===== config.mk =====
export PLATFORM = sky130hd
export DESIGN_NAME = core_seq_flat
export DESIGN_NICKNAME = d
export VERILOG_FILES = /design/src/rtl/core_seq_if.sv /design/src/rtl/core_seq.sv /design/src/flat_wrapper.sv
export SDC_FILE = /design/constraint.sdc
export NUM_CORES = 1
export LEC_CHECK = 0
export ABC_CLOCK_PERIOD_IN_PS = 2200
export CELL_PAD_IN_SITES_DETAIL_PLACEMENT = 0
export CELL_PAD_IN_SITES_GLOBAL_PLACEMENT = 1
export CORE_UTILIZATION = 25
export CTS_BUF_LIST = sky130_fd_sc_hd__clkbuf_4
export DETAILED_ROUTE_END_ITERATION = 10
export PLACE_DENSITY_LB_ADDON = 0.25
export SLEW_MARGIN = 10
export SYNTH_ARGS = -nofsm -noshare
export SYNTH_HDL_FRONTEND = slang
export SYNTH_SLANG_ARGS = --single-unit
export TNS_END_PERCENT = 1

===== constraint.sdc =====
create_clock -name clk -period 2.2 [get_ports clk]
set_input_delay 0.66 -clock clk [delete_from_list [all_inputs] [get_ports clk]]
set_output_delay 0.66 -clock clk [all_outputs]
set_load 0.02 [all_outputs]

===== src/rtl/core_seq_if.sv =====
// core_seq_if: host, data-memory and core-control signal bundle for the
// core_seq run sequencer.
//
// Parameters:
//   AW  data memory address width, also the width of host_len
//   CW  cycle counter width
//
// Signals (direction as seen by core_seq through the slave modport):
//   host_start   in   start command
//   host_len     in   preload byte count, sampled with host_start
//   host_valid   in   preload byte valid
//   host_data    in   preload byte
//   host_ready   out  preload byte accepted when host_valid is also high
//   mem_wr_en    out  data memory write enable
//   mem_addr     out  data memory write address
//   mem_wr_data  out  data memory write data
//   core_reset   out  reset to the processor core
//   core_req     out  one-cycle start pulse to the processor core
//   core_done    in   core completion level
//   busy         out  sequencer is loading, holding the core or running
//   finished     out  run ended by core_done
//   timed_out    out  run ended by the watchdog
//   cycles       out  RUN cycle count
//
// The master modport is the host/core side; the slave modport is core_seq.
interface core_seq_if #(
  parameter int AW = 8,
  parameter int CW = 16
);
  logic          host_start;
  logic [AW-1:0] host_len;
  logic          host_valid;
  logic [7:0]    host_data;
  logic          host_ready;
  logic          mem_wr_en;
  logic [AW-1:0] mem_addr;
  logic [7:0]    mem_wr_data;
  logic          core_reset;
  logic          core_req;
  logic          core_done;
  logic          busy;
  logic          finished;
  logic          timed_out;
  logic [CW-1:0] cycles;

  modport master (
    output host_start, host_len, host_valid, host_data, core_done,
    input  host_ready, mem_wr_en, mem_addr, mem_wr_data,
           core_reset, core_req, busy, finished, timed_out, cycles
  );

  modport slave (
    input  host_start, host_len, host_valid, host_data, core_done,
    output host_ready, mem_wr_en, mem_addr, mem_wr_data,
           core_reset, core_req, busy, finished, timed_out, cycles
  );
endinterface


===== src/rtl/core_seq.sv =====
// core_seq: run sequencer sitting in front of the processor core.
//
// A host start command preloads host_len bytes into data memory over a
// valid/ready byte stream, then the core is held in reset for two cycles,
// released with a one-cycle core_req pulse, and the sequencer counts RUN
// cycles until the core raises core_done. Completion status and the cycle
// count stay visible in DONE until the next start.
//
// Parameters:
//   AW       data memory address width and host_len width
//   CW       cycle counter width (counter saturates at all ones)
//   TIMEOUT  watchdog limit in RUN cycles (only present with SEQ_WATCHDOG_EN)
//
// Ports:
//   clk    in  single rising-edge clock
//   reset  in  synchronous active-high reset
//   bus    core_seq_if.slave, host stream, memory write port, core control
//          and status outputs
//
// Optional feature: define SEQ_WATCHDOG_EN to end a run with timed_out=1
// once cycles reaches TIMEOUT without core_done. Without it timed_out is
// constant 0 and RUN waits for core_done indefinitely.
module core_seq #(
  parameter int AW = 8,
  parameter int CW = 16
`ifdef SEQ_WATCHDOG_EN
  ,
  parameter int TIMEOUT = 4096
`endif
) (
  input  logic      clk,
  input  logic      reset,
  core_seq_if.slave bus
);

  typedef enum logic [2:0] {
    IDLE,
    LOAD,
    CORE_RST,
    RUN,
    DONE
  } state_t;

  state_t        r_state;
  state_t        w_next;
  logic [AW-1:0] r_addr;
  logic [AW-1:0] r_len;
  logic          r_rstCnt;
  logic [CW-1:0] r_cycles;
  logic          r_finished;
  logic          r_coreReset;
  logic          r_coreReq;
  logic          r_busy;

  logic          w_start;
  logic          w_accept;
  logic          w_lastByte;
  logic          w_finish;
  logic          w_timeout;

  // Qualified events: a start only counts in IDLE/DONE, a byte only in LOAD,
  // and core_done only in RUN. The watchdog yields to core_done on a tie.
  always_comb begin
    w_start    = bus.host_start && ((r_state == IDLE) || (r_state == DONE));
    w_accept   = (r_state == LOAD) && bus.host_valid;
    w_lastByte = w_accept && (r_addr == (r_len - 1'b1));
    w_finish   = (r_state == RUN) && bus.core_done;
`ifdef SEQ_WATCHDOG_EN
    w_timeout  = (r_state == RUN) && !bus.core_done &&
                 (r_cycles >= CW'(TIMEOUT));
`else
    w_timeout  = 1'b0;
`endif
  end

  // Next-state logic. A zero-length start skips LOAD entirely; CORE_RST
  // leaves after its second cycle, tracked by r_rstCnt.
  always_comb begin
    w_next = r_state;
    case (r_state)
      IDLE, DONE: begin
        if (w_start) begin
          w_next = (bus.host_len != '0) ? LOAD : CORE_RST;
        end
      end
      LOAD: begin
        if (w_lastByte) begin
          w_next = CORE_RST;
        end
      end
      CORE_RST: begin
        if (r_rstCnt) begin
          w_next = RUN;
        end
      end
      RUN: begin
        if (w_finish || w_timeout) begin
          w_next = DONE;
        end
      end
      default: w_next = IDLE;
    endcase
  end

  // Memory write port is combinational so a byte is written in the same
  // cycle it is accepted; everything is quiet outside LOAD.
  assign bus.host_ready  = (r_state == LOAD);
  assign bus.mem_wr_en   = w_accept;
  assign bus.mem_addr    = (r_state == LOAD) ? r_addr : '0;
  assign bus.mem_wr_data = w_accept ? bus.host_data : 8'h00;

  assign bus.core_reset  = r_coreReset;
  assign bus.core_req    = r_coreReq;
  assign bus.busy        = r_busy;
  assign bus.finished    = r_finished;
  assign bus.cycles      = r_cycles;

  // State, counters and registered status. Status bits are computed from the
  // next state so they line up with the state they describe. The cycle
  // counter advances on every edge into RUN, so it reads 1 on the first RUN
  // cycle and holds its value once the run leaves RUN.
  always_ff @(posedge clk) begin
    if (reset) begin
      r_state     <= IDLE;
      r_addr      <= '0;
      r_len       <= '0;
      r_rstCnt    <= 1'b0;
      r_cycles    <= '0;
      r_finished  <= 1'b0;
      r_coreReset <= 1'b1;
      r_coreReq   <= 1'b0;
      r_busy      <= 1'b0;
    end else begin
      r_state     <= w_next;
      r_rstCnt    <= (r_state == CORE_RST) && !r_rstCnt;
      r_coreReset <= (w_next == IDLE) || (w_next == LOAD) ||
                     (w_next == CORE_RST);
      r_busy      <= (w_next == LOAD) || (w_next == CORE_RST) ||
                     (w_next == RUN);
      r_coreReq   <= (w_next == RUN) && (r_state != RUN);
      if (w_start) begin
        r_addr     <= '0;
        r_len      <= bus.host_len;
        r_cycles   <= '0;
        r_finished <= 1'b0;
      end else begin
        if (w_accept) begin
          r_addr <= r_addr + 1'b1;
        end
        if ((w_next == RUN) && (r_cycles != '1)) begin
          r_cycles <= r_cycles + 1'b1;
        end
        if (w_finish) begin
          r_finished <= 1'b1;
        end
      end
    end
  end

`ifdef SEQ_WATCHDOG_EN
  logic r_timedOut;

  // Watchdog status flag, cleared by an accepted start like the other status.
  always_ff @(posedge clk) begin
    if (reset) begin
      r_timedOut <= 1'b0;
    end else if (w_start) begin
      r_timedOut <= 1'b0;
    end else if (w_timeout) begin
      r_timedOut <= 1'b1;
    end
  end

  assign bus.timed_out = r_timedOut;
`else
  assign bus.timed_out = 1'b0;
`endif

endmodule


===== src/flat_wrapper.sv =====
// flat-port wrapper written by rule: the top's interface ports become plain ports
module core_seq_flat 
#(
  parameter int AW = 8,
  parameter int CW = 16

)
  (clk, reset, bus_host_start, bus_host_len, bus_host_valid, bus_host_data, bus_core_done, bus_host_ready, bus_mem_wr_en, bus_mem_addr, bus_mem_wr_data, bus_core_reset, bus_core_req, bus_busy, bus_finished, bus_timed_out, bus_cycles);
  core_seq_if #(.AW(AW), .CW(CW)) bus_i ();
  input  logic clk;
  input  logic reset;
  input wire logic [$bits(bus_i.host_start)-1:0] bus_host_start;
  input wire logic [$bits(bus_i.host_len)-1:0] bus_host_len;
  input wire logic [$bits(bus_i.host_valid)-1:0] bus_host_valid;
  input wire logic [$bits(bus_i.host_data)-1:0] bus_host_data;
  input wire logic [$bits(bus_i.core_done)-1:0] bus_core_done;
  output wire logic [$bits(bus_i.host_ready)-1:0] bus_host_ready;
  output wire logic [$bits(bus_i.mem_wr_en)-1:0] bus_mem_wr_en;
  output wire logic [$bits(bus_i.mem_addr)-1:0] bus_mem_addr;
  output wire logic [$bits(bus_i.mem_wr_data)-1:0] bus_mem_wr_data;
  output wire logic [$bits(bus_i.core_reset)-1:0] bus_core_reset;
  output wire logic [$bits(bus_i.core_req)-1:0] bus_core_req;
  output wire logic [$bits(bus_i.busy)-1:0] bus_busy;
  output wire logic [$bits(bus_i.finished)-1:0] bus_finished;
  output wire logic [$bits(bus_i.timed_out)-1:0] bus_timed_out;
  output wire logic [$bits(bus_i.cycles)-1:0] bus_cycles;
  assign bus_i.host_start = bus_host_start;
  assign bus_i.host_len = bus_host_len;
  assign bus_i.host_valid = bus_host_valid;
  assign bus_i.host_data = bus_host_data;
  assign bus_i.core_done = bus_core_done;
  assign bus_host_ready = bus_i.host_ready;
  assign bus_mem_wr_en = bus_i.mem_wr_en;
  assign bus_mem_addr = bus_i.mem_addr;
  assign bus_mem_wr_data = bus_i.mem_wr_data;
  assign bus_core_reset = bus_i.core_reset;
  assign bus_core_req = bus_i.core_req;
  assign bus_busy = bus_i.busy;
  assign bus_finished = bus_i.finished;
  assign bus_timed_out = bus_i.timed_out;
  assign bus_cycles = bus_i.cycles;
  core_seq #(.AW(AW), .CW(CW)) u_core (.clk(clk), .reset(reset), .bus(bus_i));
endmodule

Yosys cells after proc, flatten, opt, wreduce, memory -nomap -nowiden
Cells that the tools add are included.
{"block": "word_totals", "input_bits": 21, "wordCells": 48, "register_bits": 40}
{"block": "classes", "addsub": 3, "n_mux": 8, "eq_ne": 10, "n_reduce_logical": 18}
{"operator": "adder 16 x 1 -> 16 bit, second input constant", "count": 1}
{"operator": "two-way mux 8 bit", "count": 2}
{"operator": "!= test 16 bit, second input constant", "count": 1}
{"operator": "== test 3 x 2 -> 1 bit, second input constant", "count": 4}
{"operator": "two-way mux 3 bit", "count": 4}
{"operator": "case mux 3 bit (4 select lines)", "count": 1}
{"operator": "adder 8 x 1 -> 8 bit, second input constant", "count": 1}
{"operator": "== test 8 bit", "count": 1}
{"operator": "nonzero test 8 bit", "count": 1}
{"operator": "subtractor 8 x 1 -> 8 bit, second input constant", "count": 1}
{"operator": "logical AND 1 bit", "count": 7}
{"operator": "== test 3 x 1 -> 1 bit, second input constant", "count": 2}
{"operator": "zero test 3 bit", "count": 2}
{"operator": "logical OR 1 bit", "count": 5}
{"operator": "OR reduction 2 bit", "count": 2}
{"operator": "== test 3 bit, second input constant", "count": 1}
{"operator": "!= test 3 x 2 -> 1 bit, second input constant", "count": 1}
{"operator": "two-way mux 2 bit", "count": 1}
{"operator": "zero test 1 bit", "count": 1}

Longest topological paths before layout
{"block": "logic_depth", "word_depth": 8, "depth_mapped": 9, "ltp_nobuf": 8}

Least setup slack after synthesis
No wires, ideal clock.
{"block": "synth_timing", "kind": "input-to-output", "startpoint": "input port bus_host_valid", "endpoint": "output port bus_mem_wr_data[0]", "slack_ns": -0.184, "t_required_ns": 1.540, "arrival_time_ns": 1.724, "cell_stages": 4, "cell_sequence": "nor4bb_1 -> buf_2 -> clkbuf_1 -> and2_1"}
{"block": "synth_between", "elab_chain_cells": 2}
{"element": "from (decl)", "line": "flat_wrapper.sv:14", "source": "input wire logic [$bits(bus_i.host_valid)-1:0] bus_host_valid;"}
{"element": "logical AND 1 bit", "line": "core_seq.sv:65", "source": "w_accept = (r_state == LOAD) && bus.host_valid;"}
{"element": "net bus_mem_wr_en", "line": "flat_wrapper.sv:18", "source": "output wire logic [$bits(bus_i.mem_wr_en)-1:0] bus_mem_wr_en;"}
{"element": "two-way mux 8 bit", "line": "core_seq.sv:110", "source": "assign bus.mem_wr_data = w_accept ? bus.host_data : 8'h00;"}
{"element": "to (decl)", "line": "flat_wrapper.sv:20", "source": "output wire logic [$bits(bus_i.mem_wr_data)-1:0] bus_mem_wr_data;"}
The timed path passes the listed nets, and every way through them passes these cells.

Worst setup path after layout
{"block": "layout_timing", "startpoint": "register u_core.r_state[2]", "endpoint": "output port bus_mem_wr_data[4]"}
{"block": "layout_between", "elab_chain_cells": 3}
{"element": "from (decl)", "line": "core_seq.sv:44", "source": "state_t r_state;"}
{"element": "from (signal assigned)", "line": "core_seq.sv:134", "source": "r_state <= w_next;"}
{"element": "== test 3 x 1 -> 1 bit", "line": "core_seq.sv:65"}
{"element": "logical AND 1 bit", "line": "core_seq.sv:65"}
{"element": "two-way mux 8 bit", "line": "core_seq.sv:110"}
No other way between the ends.

==> flow_metrics.py <==
metrics = {
    "floorplan": {
        "chipWidth_um": 95.45,
        "initial_core_util": 0.2618,
        "die_h_um": 95.45,
        "core_um2": 8341,
        "rows": 33,
        "dieArea_um2": 9111,
        "ios": 60,
    },
    "timing": {
        "clock.fmax_mhz": 458.6,
        "fin_hold_ws_ns": 0.4242,
        "skew_ns": 0.01754,
        "finalSetupViolCount": 0,
        "finalWorstPathRequiredPeriod_ns": 2.180,
        "finalCritPeriodShare": 0.9911,
        "finalHoldViolCount": 0,
        "slew_viol_final": 0,
        "rsz0062_at_grt": "true",
    },
    "global_routing": {
        "use_met2": 0.2327,
        "antenna_found_initial": 0,
        "first_global_vias": 2023,
        "overflow": 0,
        "grt_pass1_wl_um": 9473,
        "grtUsageMet1": 0.1616,
        "grt_use_total": 0.1344,
        "use_met3": 0.03429,
        "top_usage_layer": "met2",
        "grt_max_degree": 26,
    },
    "clock_tree": {
        "clkSlewWorstSetupHoldPaths_ns": 0.11,
        "clock_sinks": 40,
        "cts-buffers-inserted": 5,
        "htreeDepth": 2,
        "clock_latency_ns": 0.35,
        "cts_tree": "done",
        "root_buffer": "clkbuf_4",
        "ctsLongestPathBuffers": 2,
        "hold_buffers": 0,
    },
    "synth": {
        "synth-edff-count": 0,
        "async_flop_share": 0,
        "ys_seq_area_frac": 0.3668,
        "synth_warnings": 0,
        "syn_inst": 266,
        "ys_ff_latch": 40,
        "synthesis.area_um2": 2183,
        "yosysUniqueCellTypes": 48,
        "synth_fp_nets": 290,
        "synth.avg_cell_area_um2": 8.208,
        "synth_ff_type": "dfxtp_1",
    },
    "detailed_routing": {
        "dr.pass1.iters": 4,
        "via_per_inst": 4.626,
        "avgRoutedWirePerCell_um": 12.90,
        "drtAntennaViolNets": 0,
        "finalWirelength_um": 5790,
        "drtIter0Drc": 45,
        "drc": 0,
        "vias": 2077,
    },
    "power_and_ir_drop": {
        "leakage_nw": 1.147,
        "ir_drop_mv": 0.2043,
        "power_density_nw_per_um2": 448.9,
    },
    "job": {
        "drv_cap": 0,
    },
    "placement": {
        "dp.cells": 439,
        "hpwl_um": 4209,
        "port_buffers": 58,
        "place_congestion": 0.7915,
    },
    "cells_and_area": {
        "mostFrequentLayoutCell": "clkdlybuf4s50_1",
        "fill_cells": 884,
        "n_antenna_cell": 0,
        "nets": 367,
        "instances_no_fill": 449,
        "utilization": 0.3696,
        "drive_gt1_frac": 0.2238,
        "final_cell_mix": "clkdlybuf4s50_1 (39), dfxtp_1 (37), nand2_1 (32), nor2_1 (29), buf_4 (23)",
        "regArea_um2": 804.5,
        "multi_input_area_um2": 1325,
        "area_delta_synth_final_pct": 41.20,
    },
    "setup_path": {
        "cp-start-kind": "flop",
        "cp_max_fo": 5,
        "arrival_ns": 1.52,
        "cpPeakStageDelay_ns": 0.36,
        "end_kind": "output port",
        "path_delay_family": "simple AND/OR/NAND/NOR gates",
        "required_ns": 1.54,
        "path_cells": "nor4bb_4 > buf_4 > and2_4 > buf_6",
        "path_buf_inv": 2,
        "critPathKind": "reg -> out",
        "critPathSlowestCell": "dfxtp_2",
    },
    "worst_hold_path": {
        "hold_class": "reg -> reg",
    },
    "outcome": {
        "status": "completed",
    },
}
[per-layer routing]
layer	share of wire	wire length, µm
met1	0.46	2684
met2	0.48	2762
met3	0.045	262
met4	0.014	80
met5	0	0
[kinds of logic (layout without fill, tap and decap cells)]
logic type	count (synthesis)	in the layout	share of synthesized area
buf+inv	21	99	0.04241
compound gates	32	32	0.09685
mux	2	2	0.009169
flops	40	40	0.3668
fa+ha+maj	3	3	0.01719
other cells	1	1	0.001718
xor+xnor	30	30	0.1203
simple gates	137	137	0.3456
[sequential cells by signal, indices dropped and copies added (netlist names)]
signal and flops:
u_core.bus.core_req 1, u_core.bus.cycles 16, u_core.bus.busy 1, u_core.r_len 8, u_core.bus.finished 1, u_core.bus.core_reset 1, u_core.r_addr 8, u_core.r_state 3
u_core.r_rstCnt 1
[what timing repair did]
action,in CTS,in global routing
setup endpoints to repair,20,19
cloned,1,0
buffers inserted,1,0
pin swaps,5,2
resized for setup,84,11
[synth_stat cells, drive strengths merged, types with 6 or more instances]
master,n,area (µm²)
a21oi,14,73.82
and2,19,118.9
clkbuf,7,26.28
dfxtp,40,800.8
inv,9,33.78
nand2,33,126.4
nand3,6,30.03
nand4,8,50.05
nor2,30,115.1
nor3,7,35.03
nor4,13,118.9
xnor2,20,175.2
xor2,10,87.58
[per-stage QoR]
| step | instance area (µm²) | setup slack (ns) | total power (W) | TNS, ns |
|---|---|---|---|---|
| 2_1_floorplan | 2186 | -0.01708 | 0.0008938 | -0.1196 |
| 3_3_place_gp | 3022 | -0.8045 | 0.001001 | -10.16 |
| 3_5_place_dp | 3022 | -0.8366 | 0.0009991 | -10.90 |
| 4_1_cts | 3119 | -0.03901 | 0.001412 | -0.2993 |
| 5_1_grt | 3083 | -0.08722 | 0.001468 | -0.5862 |
| 6_report | 3083 | 0.01956 | 0.001384 | 0 |
[final timing paths]
path | slack [ns] | startpoint | cells past startpoint | to
max reg2reg | 0.17 | u_core.r_state[2] | 9 | u_core.r_state[0]
max | 0.02 | u_core.r_state[2] | 4 | bus_mem_wr_data[4]
min | 0.42 | u_core.r_rstCnt | 1 | u_core.r_rstCnt
min reg2reg | 0.42 | u_core.r_rstCnt | 1 | u_core.r_rstCnt
[cell type report]
cell class | instances | area share
Multi-Input combinational cell | 205 | 0.4298
Tap cell | 105 | 0.04261
Inverter | 9 | 0.01096
Timing Repair Buffer | 82 | 0.2374
Clock buffer | 7 | 0.01705
Clock inverter | 1 | 0.001218
Sequential cell | 40 | 0.2610
[power by group]
group	switching (W)	total (W)	internal (W)
logic	0.000117	0.000241	0.000124
registers	0.0000130	0.000750	0.000737
clock network	0.000244	0.000392	0.000148
(Power assumes the default switching activity.)
